<file path="config.mk">
export PLATFORM = sky130hd
export DESIGN_NAME = mcu_controller
export DESIGN_NICKNAME = d
export VERILOG_FILES = /design/src/rtl/mcu_pkg.sv /design/src/rtl/instr_decoder.sv /design/src/rtl/mcu_controller.sv
export SDC_FILE = /design/constraint.sdc
export NUM_CORES = 1
export LEC_CHECK = 0
export BUFFER_PORTS_ARGS = -buffer_cell sky130_fd_sc_hd__buf_2
export CORE_ASPECT_RATIO = 1.1
export CORE_MARGIN = 10
export CORE_UTILIZATION = 53
export DETAILED_ROUTE_END_ITERATION = 16
export PLACE_DENSITY = 0.84
export SETUP_SLACK_MARGIN = 0.3
export SLEW_MARGIN = 10
export SYNTH_ARGS = -nofsm -noshare
export SYNTH_HDL_FRONTEND = slang
export SYNTH_SLANG_ARGS = --single-unit
export TNS_END_PERCENT = 5
</file>
<file path="constraint.sdc">
create_clock -name i_clk -period 3 [get_ports i_clk]
set_input_delay 0.75 -clock i_clk [delete_from_list [all_inputs] [get_ports i_clk]]
set_output_delay 0.75 -clock i_clk [all_outputs]
set_load 0.03 [all_outputs]
</file>
<file path="src/rtl/mcu_pkg.sv">
// Shared definitions for the DE0 MCU sequencer: FSM states, ALU op codes and
// opcode mask/match pairs, so that the controller and the ALU agree on encodings.
package mcu_pkg;

    localparam int PC_W = 11;
    localparam int IR_W = 14;

    typedef enum logic [1:0] {
        FETCH1 = 2'd0,
        FETCH2 = 2'd1,
        EXEC   = 2'd2
    } state_t;

    localparam logic [3:0] ALU_ADD  = 4'd0;
    localparam logic [3:0] ALU_SUB  = 4'd1;
    localparam logic [3:0] ALU_AND  = 4'd2;
    localparam logic [3:0] ALU_OR   = 4'd3;
    localparam logic [3:0] ALU_XOR  = 4'd4;
    localparam logic [3:0] ALU_PASS = 4'd5;

    // Opcode field is ir[13:8]; an instruction hits when (opc & MASK) == MATCH.
    localparam logic [5:0] OPC_MOVLW_MASK  = 6'b111100;
    localparam logic [5:0] OPC_MOVLW_MATCH = 6'b110000;
    localparam logic [5:0] OPC_ADDLW_MASK  = 6'b111110;
    localparam logic [5:0] OPC_ADDLW_MATCH = 6'b111110;
    localparam logic [5:0] OPC_SUBLW_MASK  = 6'b111110;
    localparam logic [5:0] OPC_SUBLW_MATCH = 6'b111100;
    localparam logic [5:0] OPC_ANDLW_MASK  = 6'b111111;
    localparam logic [5:0] OPC_ANDLW_MATCH = 6'b111001;
    localparam logic [5:0] OPC_IORLW_MASK  = 6'b111111;
    localparam logic [5:0] OPC_IORLW_MATCH = 6'b111000;
    localparam logic [5:0] OPC_XORLW_MASK  = 6'b111111;
    localparam logic [5:0] OPC_XORLW_MATCH = 6'b111010;
    localparam logic [5:0] OPC_GOTO_MASK   = 6'b111000;
    localparam logic [5:0] OPC_GOTO_MATCH  = 6'b101000;

    function automatic logic opc_hit(input logic [5:0] opc,
                                     input logic [5:0] mask,
                                     input logic [5:0] match);
        return (opc & mask) == match;
    endfunction

endpackage

</file>
<file path="src/rtl/instr_decoder.sv">
// Combinational instruction decoder: maps the held instruction to an ALU op,
// a W write request, a GOTO flag and an illegal-opcode flag (state-agnostic).
module instr_decoder
    import mcu_pkg::*;
#(
    parameter int IR_W = 14
) (
    input  logic [IR_W-1:0] i_ir,
    output logic [3:0]      o_alu_op,
    output logic            o_wr_w,
    output logic            o_is_goto,
    output logic            o_illegal
);

    logic [5:0] w_opc;

    assign w_opc = i_ir[IR_W-1:IR_W-6];

    always_comb begin
        o_alu_op  = ALU_ADD;
        o_wr_w    = 1'b0;
        o_is_goto = 1'b0;
        o_illegal = 1'b0;
        if (i_ir == '0) begin
            o_illegal = 1'b0;
        end else if (opc_hit(w_opc, OPC_MOVLW_MASK, OPC_MOVLW_MATCH)) begin
            o_alu_op = ALU_PASS;
            o_wr_w   = 1'b1;
        end else if (opc_hit(w_opc, OPC_ADDLW_MASK, OPC_ADDLW_MATCH)) begin
            o_alu_op = ALU_ADD;
            o_wr_w   = 1'b1;
        end else if (opc_hit(w_opc, OPC_SUBLW_MASK, OPC_SUBLW_MATCH)) begin
            o_alu_op = ALU_SUB;
            o_wr_w   = 1'b1;
        end else if (opc_hit(w_opc, OPC_ANDLW_MASK, OPC_ANDLW_MATCH)) begin
            o_alu_op = ALU_AND;
            o_wr_w   = 1'b1;
        end else if (opc_hit(w_opc, OPC_IORLW_MASK, OPC_IORLW_MATCH)) begin
            o_alu_op = ALU_OR;
            o_wr_w   = 1'b1;
        end else if (opc_hit(w_opc, OPC_XORLW_MASK, OPC_XORLW_MATCH)) begin
            o_alu_op = ALU_XOR;
            o_wr_w   = 1'b1;
        end else if (opc_hit(w_opc, OPC_GOTO_MASK, OPC_GOTO_MATCH)) begin
            o_is_goto = 1'b1;
        end else begin
            o_illegal = 1'b1;
        end
    end

endmodule

</file>
<file path="src/rtl/mcu_controller.sv">
// Fetch/decode/execute sequencer: 3 clocks per instruction, synchronous ROM,
// drives ALU op and W load strobe, handles GOTO.
//   state  | meaning
//   FETCH1 | present pc to ROM; wait here while run=0
//   FETCH2 | capture ROM word into IR, pc+1
//   EXEC   | decode IR, strobe W load or take GOTO
module mcu_controller
    import mcu_pkg::*;
#(
    parameter int PC_W = 11,
    parameter int IR_W = 14
) (
    input  logic            i_clk,
    input  logic            i_reset,
    input  logic            i_run,
    input  logic [IR_W-1:0] i_rom_data,
    output logic [PC_W-1:0] o_rom_addr,
    output logic [IR_W-1:0] o_ir_q,
    output logic [3:0]      o_alu_op,
    output logic            o_load_w,
    output logic            o_illegal,
    output logic [1:0]      o_state_q
);

    state_t          r_state;
    state_t          w_state_nxt;
    logic [PC_W-1:0] r_pc;
    logic [PC_W-1:0] w_pc_nxt;
    logic [IR_W-1:0] r_ir;
    logic [IR_W-1:0] w_ir_nxt;

    logic [3:0] w_dec_op;
    logic       w_dec_wr;
    logic       w_dec_goto;
    logic       w_dec_ill;

    instr_decoder #(
        .IR_W (IR_W)
    ) u_dec (
        .i_ir      (r_ir),
        .o_alu_op  (w_dec_op),
        .o_wr_w    (w_dec_wr),
        .o_is_goto (w_dec_goto),
        .o_illegal (w_dec_ill)
    );

    always_ff @(posedge i_clk) begin
        if (i_reset) begin
            r_state <= FETCH1;
            r_pc    <= '0;
            r_ir    <= '0;
        end else begin
            r_state <= w_state_nxt;
            r_pc    <= w_pc_nxt;
            r_ir    <= w_ir_nxt;
        end
    end

    always_comb begin
        w_state_nxt = FETCH1;
        w_pc_nxt    = r_pc;
        w_ir_nxt    = r_ir;
        o_alu_op    = ALU_ADD;
        o_load_w    = 1'b0;
        o_illegal   = 1'b0;
        case (r_state)
            FETCH1: begin
                w_state_nxt = i_run ? FETCH2 : FETCH1;
            end
            FETCH2: begin
                w_ir_nxt    = i_rom_data;
                w_pc_nxt    = r_pc + PC_W'(1);
                w_state_nxt = EXEC;
            end
            EXEC: begin
                // A reset landing in EXEC must not let W capture anything.
                o_alu_op  = w_dec_op;
                o_load_w  = w_dec_wr & ~i_reset;
                o_illegal = w_dec_ill & ~i_reset;
                if (w_dec_goto) begin
                    w_pc_nxt = r_ir[PC_W-1:0];
                end
                w_state_nxt = FETCH1;
            end
            default: begin
                w_state_nxt = FETCH1;
            end
        endcase
    end

    assign o_rom_addr = r_pc;
    assign o_ir_q     = r_ir;
    assign o_state_q  = r_state;

endmodule

</file>
==> impl_results.rst <==
.. list-table::
   :header-rows: 1

   * - Metric
     - Value
   * - Outcome
     - finished, final reports clean
   * - Worst slack after detailed placement
     - 0.633 ns
   * - Top area cells in the synthesized netlist
     - dfxtp_1 37%, nand2_1 9.1%, a21oi_1 6.9%, o21ai_1 3.1%, nor2_1 2.6%
   * - Detailed Route Iter0 Violations
     - 92
   * - Clock Sink Count
     - 27
   * - Layout overhead on the synthesized area
     - 18.5%
   * - Remaining DRCs
     - 0
   * - Global-route usage over all layers
     - 15.5%
   * - Nature of the critical path endpoint
     - output pin
   * - Die area
     - 5220 µm²
   * - Kind of cell adding the most delay to the critical path
     - simple AND/OR/NAND/NOR gates
   * - Placer congestion estimate
     - 0.873
   * - Number of hold buffers added after cts
     - 0
   * - Mapped Cells
     - 186
   * - Aggregate global routing overflow
     - 0
   * - Slowest library cell on the worst path
     - dfxtp_2
   * - Post-Route WL
     - 4.04 mm
   * - Met2 Use GR
     - 25.8%
   * - Depth of the critical timing path with buffers and inverters included
     - 4
   * - Final Cell Area
     - 1710 µm²
   * - Std-Cell Core Area
     - 2570 µm²
   * - Hold violation count in the final report
     - 0
   * - Top Ports
     - 50
   * - Via count of the first global-routing pass
     - 1471
   * - Routed vias
     - 1507
   * - Worst-case headroom to the max-slew limit
     - 51.1%
   * - Cell chain of the critical path
     - nor2b_4 -> nand3_1 -> nor3_1 -> buf_2
   * - Critical path launch point
     - o_state_q[1]
   * - Worst-path clk slew
     - 0.15 ns
   * - Destination of the worst register-to-register timing path
     - o_rom_addr[9]
   * - Maximum frequency from static timing analysis
     - 385 MHz
   * - Clock latency reported for the late side of the worst-skew pair
     - 0.33 ns
   * - Worst clock skew on the final layout
     - 0.00555 ns
   * - Cell area reported after detailed placement
     - 1680 µm²
   * - Path type of the worst setup path
     - reg -> out
   * - Setup slack of the critical path after layout
     - 0.401 ns
   * - Via-per-instance ratio
     - 5.84
   * - Data arrival at the endpoint of the critical path
     - 1.85 ns
   * - Clock root buffer master
     - clkbuf_4
   * - Crit Path Max Fanout
     - 22
   * - Post-synth top area share
     - 37.4%
   * - Final cycle utilization of the critical path
     - 86.6%
   * - Wire length of the first global-routing pass
     - 6.96 mm
   * - Areal power density over the cells
     - 391 nW/µm²
   * - GR Layer Usage met1
     - 19.1%
   * - Count of different cell masters after synthesis
     - 47
   * - Reg2reg start
     - o_state_q[1]
   * - Shortest clock period the worst path allows after layout
     - 2.60 ns
   * - Termination of the worst setup path
     - o_illegal
   * - Total of flip-flops plus latches after synthesis
     - 27
   * - Post-synthesis area per instance
     - 7.78 µm²
   * - Number of enable-type register cells in the synthesized netlist
     - 0
   * - Sequential element share of the synthesized area
     - 37.4%
   * - Routed wire length per instance
     - 15.6 µm
   * - Utilization after layout
     - 66.8%
   * - Final #Nets
     - 246
   * - RSZ-0062 raised after global routing
     - yes
   * - Primary flip-flop cell chosen by synthesis mapping
     - dfxtp_1
   * - Commonest cells in the synthesized netlist
     - 35 x nand2_1, 27 x dfxtp_1, 20 x a21oi_1, 10 x nor2_1, 9 x o21ai_1
   * - Slew at the pin closest to its max-slew limit
     - 0.734 ns
   * - Net count after synthesis
     - 204
   * - Reported max-cap violation count
     - 0
   * - Class of the most critical hold timing path
     - reg -> reg
   * - Clock Path Buffers
     - 2
   * - Leakage component of the power
     - 0.694 nW
   * - Synthesized cell area
     - 1450 µm²
   * - Site row count
     - 19
   * - Setup TNS
     - 0 ns
   * - Slowest cell delay on critical path
     - 0.47 ns
   * - H-tree depth
     - 1
   * - Worst VDD drop
     - 293 µV
   * - Final Max Slew Viols
     - 0
   * - Number of antenna violations at the first check in global routing
     - 0
   * - Diode insertion count for antenna repair
     - 0
   * - Chip Width
     - 69.8 µm
   * - Required arrival time at the worst endpoint
     - 2.25 ns
   * - First-pass iteration count of the detailed router
     - 4
   * - Port buffer count
     - 48
   * - Largest net degree at the start of global routing
     - 27
   * - Worst path buffer plus inverter count
     - 1
   * - Category of the worst setup path launch point
     - flip-flop
   * - Post-layout total power
     - 0.000670 W
   * - Reg-to-reg slack, setup
     - 1.19 ns
   * - Endpoints failing setup
     - 0
   * - Half-perimeter wire length after placement
     - 3.06 mm
   * - Effective utilization at floorplan
     - 56.3%
   * - Share of layout cells above drive strength 1
     - 28.2%
   * - Most heavily used metal layer in global routing
     - met2
   * - Most common cell in the synthesized netlist
     - nand2_1
   * - Reg2reg path depth
     - 4
   * - M3 GR Usage
     - 4.60%
   * - Floorplan die height
     - 74.8 µm
   * - Antenna-violating nets left
     - 0
   * - Post-synth ARST share
     - 0%
   * - Clock buffer count from CTS
     - 3
   * - Number of warnings reported in the yosys synthesis log
     - 0
   * - Largest area contributor in the netlist
     - dfxtp_1
   * - TritonCTS clock tree
     - yes
-- layer usage --
metal  wire length (µm)  vias up
li1                   -      749
met1               1780      693
met2               1890       59
met3                321        6
met4                 44        0
met5                  0        -
-- registers in the layout (all words and copies together) (netlist names) --
name,count
o_rom_addr,11
o_state_q,2
o_ir_q,14
-- area by class of cell --
cell class	count	area, µm²
clock buffers	3	22.5
clock inverters	1	5.00
fillers	253	853
inverters	3	11.3
multi-input cells	143	840
flip-flops and latches	27	542
well taps	31	38.8
repair buffers	50	255
-- kinds of logic (layout without fill, tap and decap cells) --
logic type	Yosys count	in the layout	share of synthesized area, %
and+or+nand+nor	86	86	31.1
AOI/OAI and AO/OA	53	53	23.5
DFF	27	27	37.4
buffers and inverters	16	57	5.54
adders and majority gates	1	1	0.865
other	1	1	0.259
xor gates and xnor gates	1	1	0.606
muxes	1	1	0.692
-- power breakdown --
part / total [W] / switching (W) / internal [W]
Clock: 0.000160 / 0.000110 / 0.0000500
Combinational: 0.000117 / 0.0000767 / 0.0000407
Sequential: 0.000393 / 0.0000210 / 0.000372
-- worst min path at each step --
stage / from / endpoint / slack [ns] / depth (start not counted)
4_1_cts: o_ir_q[4] / o_ir_q[4] / 0.50 / 2
3_3_place_gp: o_ir_q[4] / o_ir_q[4] / 0.47 / 2
3_5_place_dp: o_ir_q[4] / o_ir_q[4] / 0.47 / 2
2_1_floorplan: o_ir_q[6] / o_ir_q[6] / 0.60 / 2
5_1_grt: o_ir_q[4] / o_ir_q[4] / 0.52 / 2
6_report: o_ir_q[4] / o_ir_q[4] / 0.49 / 2
-- tightest hold or removal path: stages, from the launching register on --
cell and delay (ns):
dfxtp_1 0.36, nand2_1 0.06, a21oi_1 0.05
-- through the flow --
stage	hold WS, ns	instances
floorplan	0.597	186
global placement	0.469	254
detailed placement	0.474	254
CTS	0.500	258
global route	0.519	258
finish	0.495	258
-- placed cells by master (no fill, tap or decap), types with 2 or more instances in the layout --
master	Yosys	layout
buf_2	7	48
inv_1	3	3
nor3_1	4	4
a31oi_1	2	2
a21oi_1	20	20
and2_1	4	4
or3_1	2	2
o21a_1	2	2
nand2_1	35	35
clkbuf_4	0	3
nor2b_1	5	5
nand3b_1	2	2
o21ai_0	4	4
nor4_1	5	5
a311oi_1	2	2
nand3_1	5	5
nand4_1	3	3
a22o_1	2	2
o21ai_1	9	9
nor2_1	10	10
buf_4	1	2
a32o_1	2	2
dfxtp_1	27	26
-- repair_timing --
item | in CTS | in global routing
resized for setup | 1 | 2
setup endpoints to repair | 1 | 4
hold endpoints to repair | 0 | 0
setup buffers | 0 | 0
(Power assumes the default switching activity.)
